File: src/rtl/therm2bin_multi.sv
// therm2bin_multi: N-lane thermometer-to-binary converter (binary search, then 16-bit popcount).
// Latency B-2 (B-1 with THERM2BIN_BUBBLE_FIX_EN majority filter); global stall, in_ready = !out_valid || out_ready.
module therm2bin_multi #(
  parameter int B = 8,
  parameter int N = 4
) (
  input  logic                   clock,
  input  logic                   reset_n,
  input  logic                   in_valid,
  output logic                   in_ready,
  input  logic [N*(2**B-1)-1:0]  thermo,
  output logic                   out_valid,
  input  logic                   out_ready,
  output logic [N*B-1:0]         bin,
  output logic [N-1:0]           sat,
  output logic [N-1:0]           bubble_err
);

  localparam int W = 2**B;  // thermometer padded with a zero top bit
  localparam int P = B-4;   // search stages; leaves a 16-bit window

  typedef struct packed {
    logic [W-1:0] win;
    logic [B-1:0] cnt;
    logic         sat;
    logic         bub;
  } ch_t;

  logic adv;
  assign adv      = !out_valid || out_ready;
  assign in_ready = adv;

  function automatic ch_t capture(input logic [W-2:0] t);
    ch_t c;
    c.win = {1'b0, t};
    c.cnt = '0;
    c.sat = &t;
    c.bub = |(t[W-2:1] & ~t[W-3:0]);
    return c;
  endfunction

  // Top bit of the lower half set means the whole lower half is ones.
  function automatic ch_t search(input ch_t s, input int half);
    ch_t c;
    logic [W-1:0] mask;
    mask = {W{1'b1}} >> (W - half);
    c = s;
    if (s.win[half-1]) begin
      c.win = (s.win >> half) & mask;
      c.cnt = s.cnt + B'(half);
    end else begin
      c.win = s.win & mask;
    end
    return c;
  endfunction

  function automatic logic [B-1:0] pop16(input logic [15:0] w);
    logic [B-1:0] n;
    n = '0;
    for (int i = 0; i < 16; i++) n = n + B'(w[i]);
    return n;
  endfunction

`ifdef THERM2BIN_BUBBLE_FIX_EN
  // Neighbour majority; implicit 1 below bit 0 and 0 above the top bit.
  function automatic ch_t bfix(input ch_t s);
    ch_t c;
    logic [W-1:0] t, lo, hi;
    t = s.win;
    lo = {t[W-2:0], 1'b1};
    hi = {1'b0, t[W-1:1]};
    c = s;
    c.win = (t & lo) | (t & hi) | (lo & hi);
    return c;
  endfunction

  ch_t  cap [N];
  logic cap_vld;
`endif

  ch_t        pipe [P+1][N];
  logic [P:0] pv;

  always_ff @(posedge clock or negedge reset_n) begin
    if (!reset_n) begin
      pv <= '0;
      for (int j = 0; j <= P; j++)
        for (int c = 0; c < N; c++) pipe[j][c] <= '0;
`ifdef THERM2BIN_BUBBLE_FIX_EN
      cap_vld <= 1'b0;
      for (int c = 0; c < N; c++) cap[c] <= '0;
`endif
      out_valid  <= 1'b0;
      bin        <= '0;
      sat        <= '0;
      bubble_err <= '0;
    end else if (adv) begin
`ifdef THERM2BIN_BUBBLE_FIX_EN
      cap_vld <= in_valid;
      pv[0]   <= cap_vld;
      for (int c = 0; c < N; c++) begin
        cap[c]     <= capture(thermo[c*(W-1) +: W-1]);
        pipe[0][c] <= bfix(cap[c]);
      end
`else
      pv[0] <= in_valid;
      for (int c = 0; c < N; c++) pipe[0][c] <= capture(thermo[c*(W-1) +: W-1]);
`endif
      for (int j = 1; j <= P; j++) begin
        pv[j] <= pv[j-1];
        for (int c = 0; c < N; c++) pipe[j][c] <= search(pipe[j-1][c], W >> j);
      end
      out_valid <= pv[P];
      // Results only move on a valid slot so the outputs hold while idle.
      if (pv[P]) begin
        for (int c = 0; c < N; c++) begin
          bin[c*B +: B] <= pipe[P][c].cnt + pop16(pipe[P][c].win[15:0]);
          sat[c]        <= pipe[P][c].sat;
          bubble_err[c] <= pipe[P][c].bub;
        end
      end
    end
  end

endmodule

File: config.mk
export PLATFORM = sky130hd
export DESIGN_NAME = therm2bin_multi
export DESIGN_NICKNAME = d
export VERILOG_FILES = /design/src/rtl/therm2bin_multi.sv
export SDC_FILE = /design/constraint.sdc
export NUM_CORES = 2
export LEC_CHECK = 0
export ABC_AREA = 1
export CAP_MARGIN = 20
export CORE_MARGIN = 10
export CORE_UTILIZATION = 30
export DETAILED_ROUTE_END_ITERATION = 7
export SYNTH_ARGS = -nofsm -noshare
export SYNTH_HDL_FRONTEND = slang
export SYNTH_SLANG_ARGS = --single-unit
File: constraint.sdc
create_clock -name clock -period 4.6 [get_ports clock]
set_clock_uncertainty 0.05 [all_clocks]
set_input_delay 0.92 -clock clock [delete_from_list [all_inputs] [get_ports clock]]
set_output_delay 0.92 -clock clock [all_outputs]
set_load 0.01 [all_outputs]
## Word-level counts from Yosys, hierarchy flattened

Index checks and enable logic that the tools add are counted.

| word-level totals | value |
|---|---|
| input port bits | 1024 |
| ROM bits | 0 |
| memory bits (writable) | 0 |
| register bits after elaboration | 2190 |
| memories | 0 |
| logic and storage cells | 208 |
| latch bits | 0 |
| output and inout port bits | 42 |

| operators by class | value |
|---|---|
| multiplexer cells | 32 |
| $mul | 0 |
| shift operators | 0 |
| div/mod/pow operators | 0 |
| magnitude comparators | 0 |
| reduce and logical (&&, ||, !) cells | 11 |
| bitwise gates (word level) | 8 |
| add/sub/neg operators | 76 |
| equality and inequality tests | 0 |

Operators by type and width:

| kind | number |
|---|---|
| AND reduction 255 bit | 4 |
| AND 254 bit | 4 |
| NOT 254 bit | 4 |
| OR reduction 254 bit | 4 |
| 2-to-1 mux 127 bit | 4 |
| adder 8 x 1 -> 8 bit | 32 |
| 2-to-1 mux 63 bit | 4 |
| 2-to-1 mux 32 bit | 4 |
| 2-to-1 mux 8 bit | 16 |
| 2-to-1 mux 16 bit | 4 |
| adder 7 x 1 -> 8 bit | 4 |
| adder 8 x 5 -> 8 bit, second input constant | 4 |
| adder 8 x 6 -> 8 bit, second input constant | 4 |
| adder 8 x 7 -> 8 bit, second input constant | 4 |
| adder 8 bit | 4 |
| adder 6 x 1 -> 7 bit | 4 |
| adder 5 x 1 -> 6 bit | 4 |
| adder 4 x 1 -> 5 bit | 4 |
| adder 3 x 1 -> 4 bit | 4 |
| adder 2 x 1 -> 3 bit | 4 |
| adder 1 x 1 -> 2 bit | 4 |
| AND reduction 2 bit | 1 |
| logical NOT 1 bit | 1 |
| logical OR 1 bit | 1 |

## Logic depth before layout (Yosys ltp)

| depth | value |
|---|---|
| word-level depth | 16 |
| gate-level depth with buffers | 13 |
| gate-level depth less buffers | 13 |

## Worst setup path after synthesis

Ideal clock, no wire load.

| timing path | value |
|---|---|
| path type | flip-flop to flip-flop |
| start | register, netlist name pipe[813] |
| end | register bin[2] |
| arrival time | 3485 ps |
| stages on the path, launching flop included | 12 |
| clock period less this slack | 3618 ps |
| buffers on the path | 0 |
| path slack | 982 ps |
| setup time | 83 ps |
| required time | 4467 ps |
| path through | dfrtp_1 inv_1 fa_1 inv_1 fa_1 fa_1 inv_1 fa_1 fa_1 fa_1 xor2_1 o21ai_0 |

| on the way | value |
|---|---|
| word-level cells in the longest chain between the ends | 12 |

Ends and longest elaborated chain:

| item | RTL line | source |
|---|---|---|
| adder 5 x 1 -> 6 bit | 60 | `for (int i = 0; i < 16; i++) n = n + B'(w[i]);` |
| adder 6 x 1 -> 7 bit | 60 |  |
| adder 7 x 1 -> 8 bit | 60 |  |
| adder 8 x 1 -> 8 bit (8 in a row) | 60 |  |
| adder 8 bit | 117 | `bin[c*B +: B] <= pipe[P][c].cnt + pop16(pipe[P][c].win[15:0]);` |
| to (signal, indexed assignment) | 117 |  |
| to (decl) | 14 | `output logic [N*B-1:0] bin,` |

No other way between the ends.
A chain may end at the register's enable or synchronous reset.

## Worst setup path in the final report

| timing path | value |
|---|---|
| start | register, netlist name pipe[283] |
| end | register bin[18] |

| on the way | value |
|---|---|
| word-level cells in the longest chain between the ends | 10 |

Ends and longest elaborated chain:

| item | RTL line |
|---|---|
| adder 7 x 1 -> 8 bit | 60 |
| adder 8 x 1 -> 8 bit (8 in a row) | 60 |
| adder 8 bit | 117 |

No other way between the ends.

==> impl_results.md <==
- Maximum vdd drop: between 0.4 and 0.5 mV
- Core area: about 320,000 µm²
- Worst-path maximum fanout: 2
- DP Cell Count: ~17,000
- Syn. warnings: 0
- Fin crit period: ~3.7 ns
- DR pass1 iterations: 6
- Num CTS Buffers: between 200 and 250
- Die width: just under 600 µm
- Hold Path Depth: 2
- CP max stage delay: 0.53 ns
- DRC viols: 0
- Initial core utilization: 0.301
- R2R Path Start: pipe[283]$_DFFE_PN0N_
- CP Data Arrival Time: ~4.4 ns
- CTS sink count: approximately 2,100
- TritonCTS clock tree: yes
- Crit Path Class: reg2reg
- Hold_sp: pipe[3459]$_DFFE_PN0N_
- CTS clk-pin slew, worst paths: about 0.060 ns
- Mean Syn Cell Area: about 8 µm²
- Final Util: 0.373
- Port Buf Inserts: 1,065
- Placed wire-length estimate: about 320,000 µm
- Worst hold endpoint: pipe[2395]$_DFFE_PN0N_
- Tcrit/Tclk final: 0.811
- Site Rows: ~210
- First-pass GRT wire length: approximately 600,000 µm
- Layout Cells excl Fill: between 15,000 and 20,000
- Sequential power share: 0.390
- Sequential-to-total area share from yosys stat: 0.546
- Max-cap violation count: 0
- Seq cells post-synth: 2,090
- Cell Area, Placed: between 100,000 and 150,000 µm²
- Setup crit end kind: register
- Gpl congestion: approximately 1.0
- Nets: between 10,000 and 15,000
- RSZ-0062 raised after global routing: false
- Hold Crit Class: reg2reg
- Gate power share: 0.353
- Die footprint: between 300,000 and 400,000 µm²
- Crit start category: register
- Int Pwr: 46.5 mW
- Net Count, Synth: ~13,000
- Netlist cell types: 30
- Setup violations, final: 0
- Cell depth of the worst flop-to-flop path: 10
- CP dominant cell by count: fa_1
- Sw frac: 0.393
- R2r setup slk: 0.87 ns
- Vias per inst: ~5.1
- Clock power frac: 0.258
- Mapped cell area: ~96,000 µm²
- Gr ovfl total: 0
- Wire length per cell: 24.5 µm
- Crit-path cells: inv_1, fa_1, fa_1, fa_1, fa_1, inv_1, fa_1, fa_1, xnor2_1, o21ai_0
- Hold Vio Cnt, Final: 0
- Layout cell share with drive strength beyond 1: 0.0433
- Later-pin clock latency in the skew report: 0.92 ns
- H-tree depth: 4
- Pwr dens: roughly 650 nW/µm²
- P_sw: ~30 mW
- Synthesized instance count: 12,002
- Worst-case headroom to the max-slew limit: 0.140
- CP required: roughly 5.3 ns
- Slowest CP cell: fa_1
- Clock root buffer: clkbuf_16
- 1st-iter DRT viols: about 10,000
- Die Ht: 585 µm
- Outcome: complete, no violations
- Post-route cell area: around 120,000 µm²
- Reg2reg end: bin[18]$_DFFE_PN0P_
- Final ANT Viol Nets: 0
- Largest net degree at the start of global routing: about 210
- Worst Tran Pin Value: 1.28 ns
- Final count of pins violating max slew: 0
- Vias in the first global route: 83,192
- Initial antenna violation count: 39
- Fmax: around 270 MHz
- Ports: about 1,100
- Via count: just under 90,000
- Final setup TNS: 0 ns
- Longest Clk Path Bufs: 4
- Routed WL: roughly 420,000 µm
- Leakage: between 50 and 60 nW
- Area Growth Syn to Fin: 23.7%
- All-Layer GR Usage: 0.236
[logic make-up after synthesis]
| logic type | count (synthesis) | share of synthesized area |
|---|---|---|
| flip-flops | 2090 | 0.546 |
| buffers and inverters | 1495 | 0.0639 |
| adder cells (fa/ha/maj) | 48 | 0.00941 |
| AND/OR/NAND/NOR | 5371 | 0.212 |
| XOR/XNOR | 4 | 0.000366 |
| AO/OA/AOI/OAI | 2994 | 0.168 |
[cell usage in the layout, fill, tap and decap left out, drive strengths merged, types with 12 or more instances in the layout]
cell type      netlist  final
buf                399    139
clkdlybuf4s50        0   1064
dfrtp             2090   2090
nor3                12     12
nand4               24     24
o21a               183    183
nor2               684    684
inv                824    829
bufinv               0     20
fa                  40     40
o211ai             209    209
diode                0     22
clkbuf             271    344
a21oi              938    938
nand2             4629   4629
o21ai             1662   1662
clkinv               1     60
[how the worst max path moves through the flow]
stage	slack, ns	endpoint	startpoint	depth (start not counted)
5_1_grt	0.70	bin[2]$_DFFE_PN0P_	pipe[813]$_DFFE_PN0N_	11
3_5_place_dp	0.85	bin[18]$_DFFE_PN0P_	pipe[283]$_DFFE_PN0N_	10
4_1_cts	0.84	bin[18]$_DFFE_PN0P_	pipe[283]$_DFFE_PN0N_	10
3_3_place_gp	0.86	bin[2]$_DFFE_PN0P_	pipe[813]$_DFFE_PN0N_	11
2_1_floorplan	0.98	bin[2]$_DFFE_PN0P_	pipe[813]$_DFFE_PN0N_	11
6_report	0.87	bin[18]$_DFFE_PN0P_	pipe[283]$_DFFE_PN0N_	10
[cell type report]
| cell class | count | area, µm² |
|---|---|---|
| multi-input combinational | 8417 | 37300 |
| sequential | 2090 | 52300 |
| antenna | 22 | 55.1 |
| clock inverter | 92 | 1190 |
| inverter | 825 | 3130 |
| fill | 33039 | 199000 |
| clock buffer | 344 | 6880 |
| timing repair buffer | 1204 | 12300 |
| tap | 4180 | 5230 |
[synthesized netlist by cell type (all sizes together)]
cell type  instances  share of area
o21ai           1662          0.087
nor3              12        0.00063
nor4               8        0.00052
inv              824          0.032
xor2               3        0.00027
nand2           4629           0.18
dfrtp           2090           0.55
clkinv             1       0.000039
clkbuf           271          0.011
fa                40         0.0084
a21o               2        0.00016
ha                 8         0.0010
buf              399          0.021
or3                4        0.00026
o211ai           209          0.017
a21oi            938          0.049
nor2             684          0.027
nand4             24         0.0016
nand3             10        0.00052
o21a             183          0.014
xnor2              1       0.000092
[critical path: cells and delay by family, from the launching register on]
kind | cells | cell delay [ns]
compound gates | 1 | 0.10
xor+xnor | 1 | 0.15
flops | 1 | 0.36
buf+inv | 2 | 0.14
fa+ha+maj | 6 | 2.78
[repair_timing]
item | 4_1_cts | 5_1_grt
endpoints found under the hold margin | 34 | 0
hold buffers | 1 | 0
resized for setup | 0 | 0
setup buffers | 0 | 0
[stage by stage]
| stage | setup slack (ns) | power [mW] | hold slack (ns) |
|---|---|---|---|
| floorplan | 0.982 | 46.5 | 0.392 |
| global placement | 0.865 | 56.3 | 0.399 |
| detailed placement | 0.854 | 57.0 | 0.401 |
| CTS | 0.839 | 76.9 | 0.421 |
| global route | 0.705 | 82.0 | 0.435 |
| finish | 0.868 | 76.6 | 0.418 |
[power by group through the flow]
| stage | sequential (mW) | combinational, mW | clock, mW |
|---|---|---|---|
| 2_1_floorplan | 28.1 | 18.4 | 0 |
| 4_1_cts | 29.7 | 27.1 | 20.0 |
| 5_1_grt | 30.6 | 30.6 | 20.8 |
| 3_5_place_dp | 30.0 | 27.0 | 0 |
| 3_3_place_gp | 29.9 | 26.4 | 0 |
| 6_report | 29.8 | 27.0 | 19.7 |
[routing by layer]
metal	global-route usage	up-vias	routed length, µm
li1	-	40024	-
met1	0.329	42534	181000
met2	0.362	3676	186000
met3	0.0593	593	39500
met4	0.0689	38	13800
met5	0	-	251
[registers in the layout, summed over array words and instances (netlist names)]
name / flops
pipe: 2044
bin: 32
pv: 5
bubble_err: 4
sat: 4
out_valid: 1
Power figures use the tool's default switching activity.
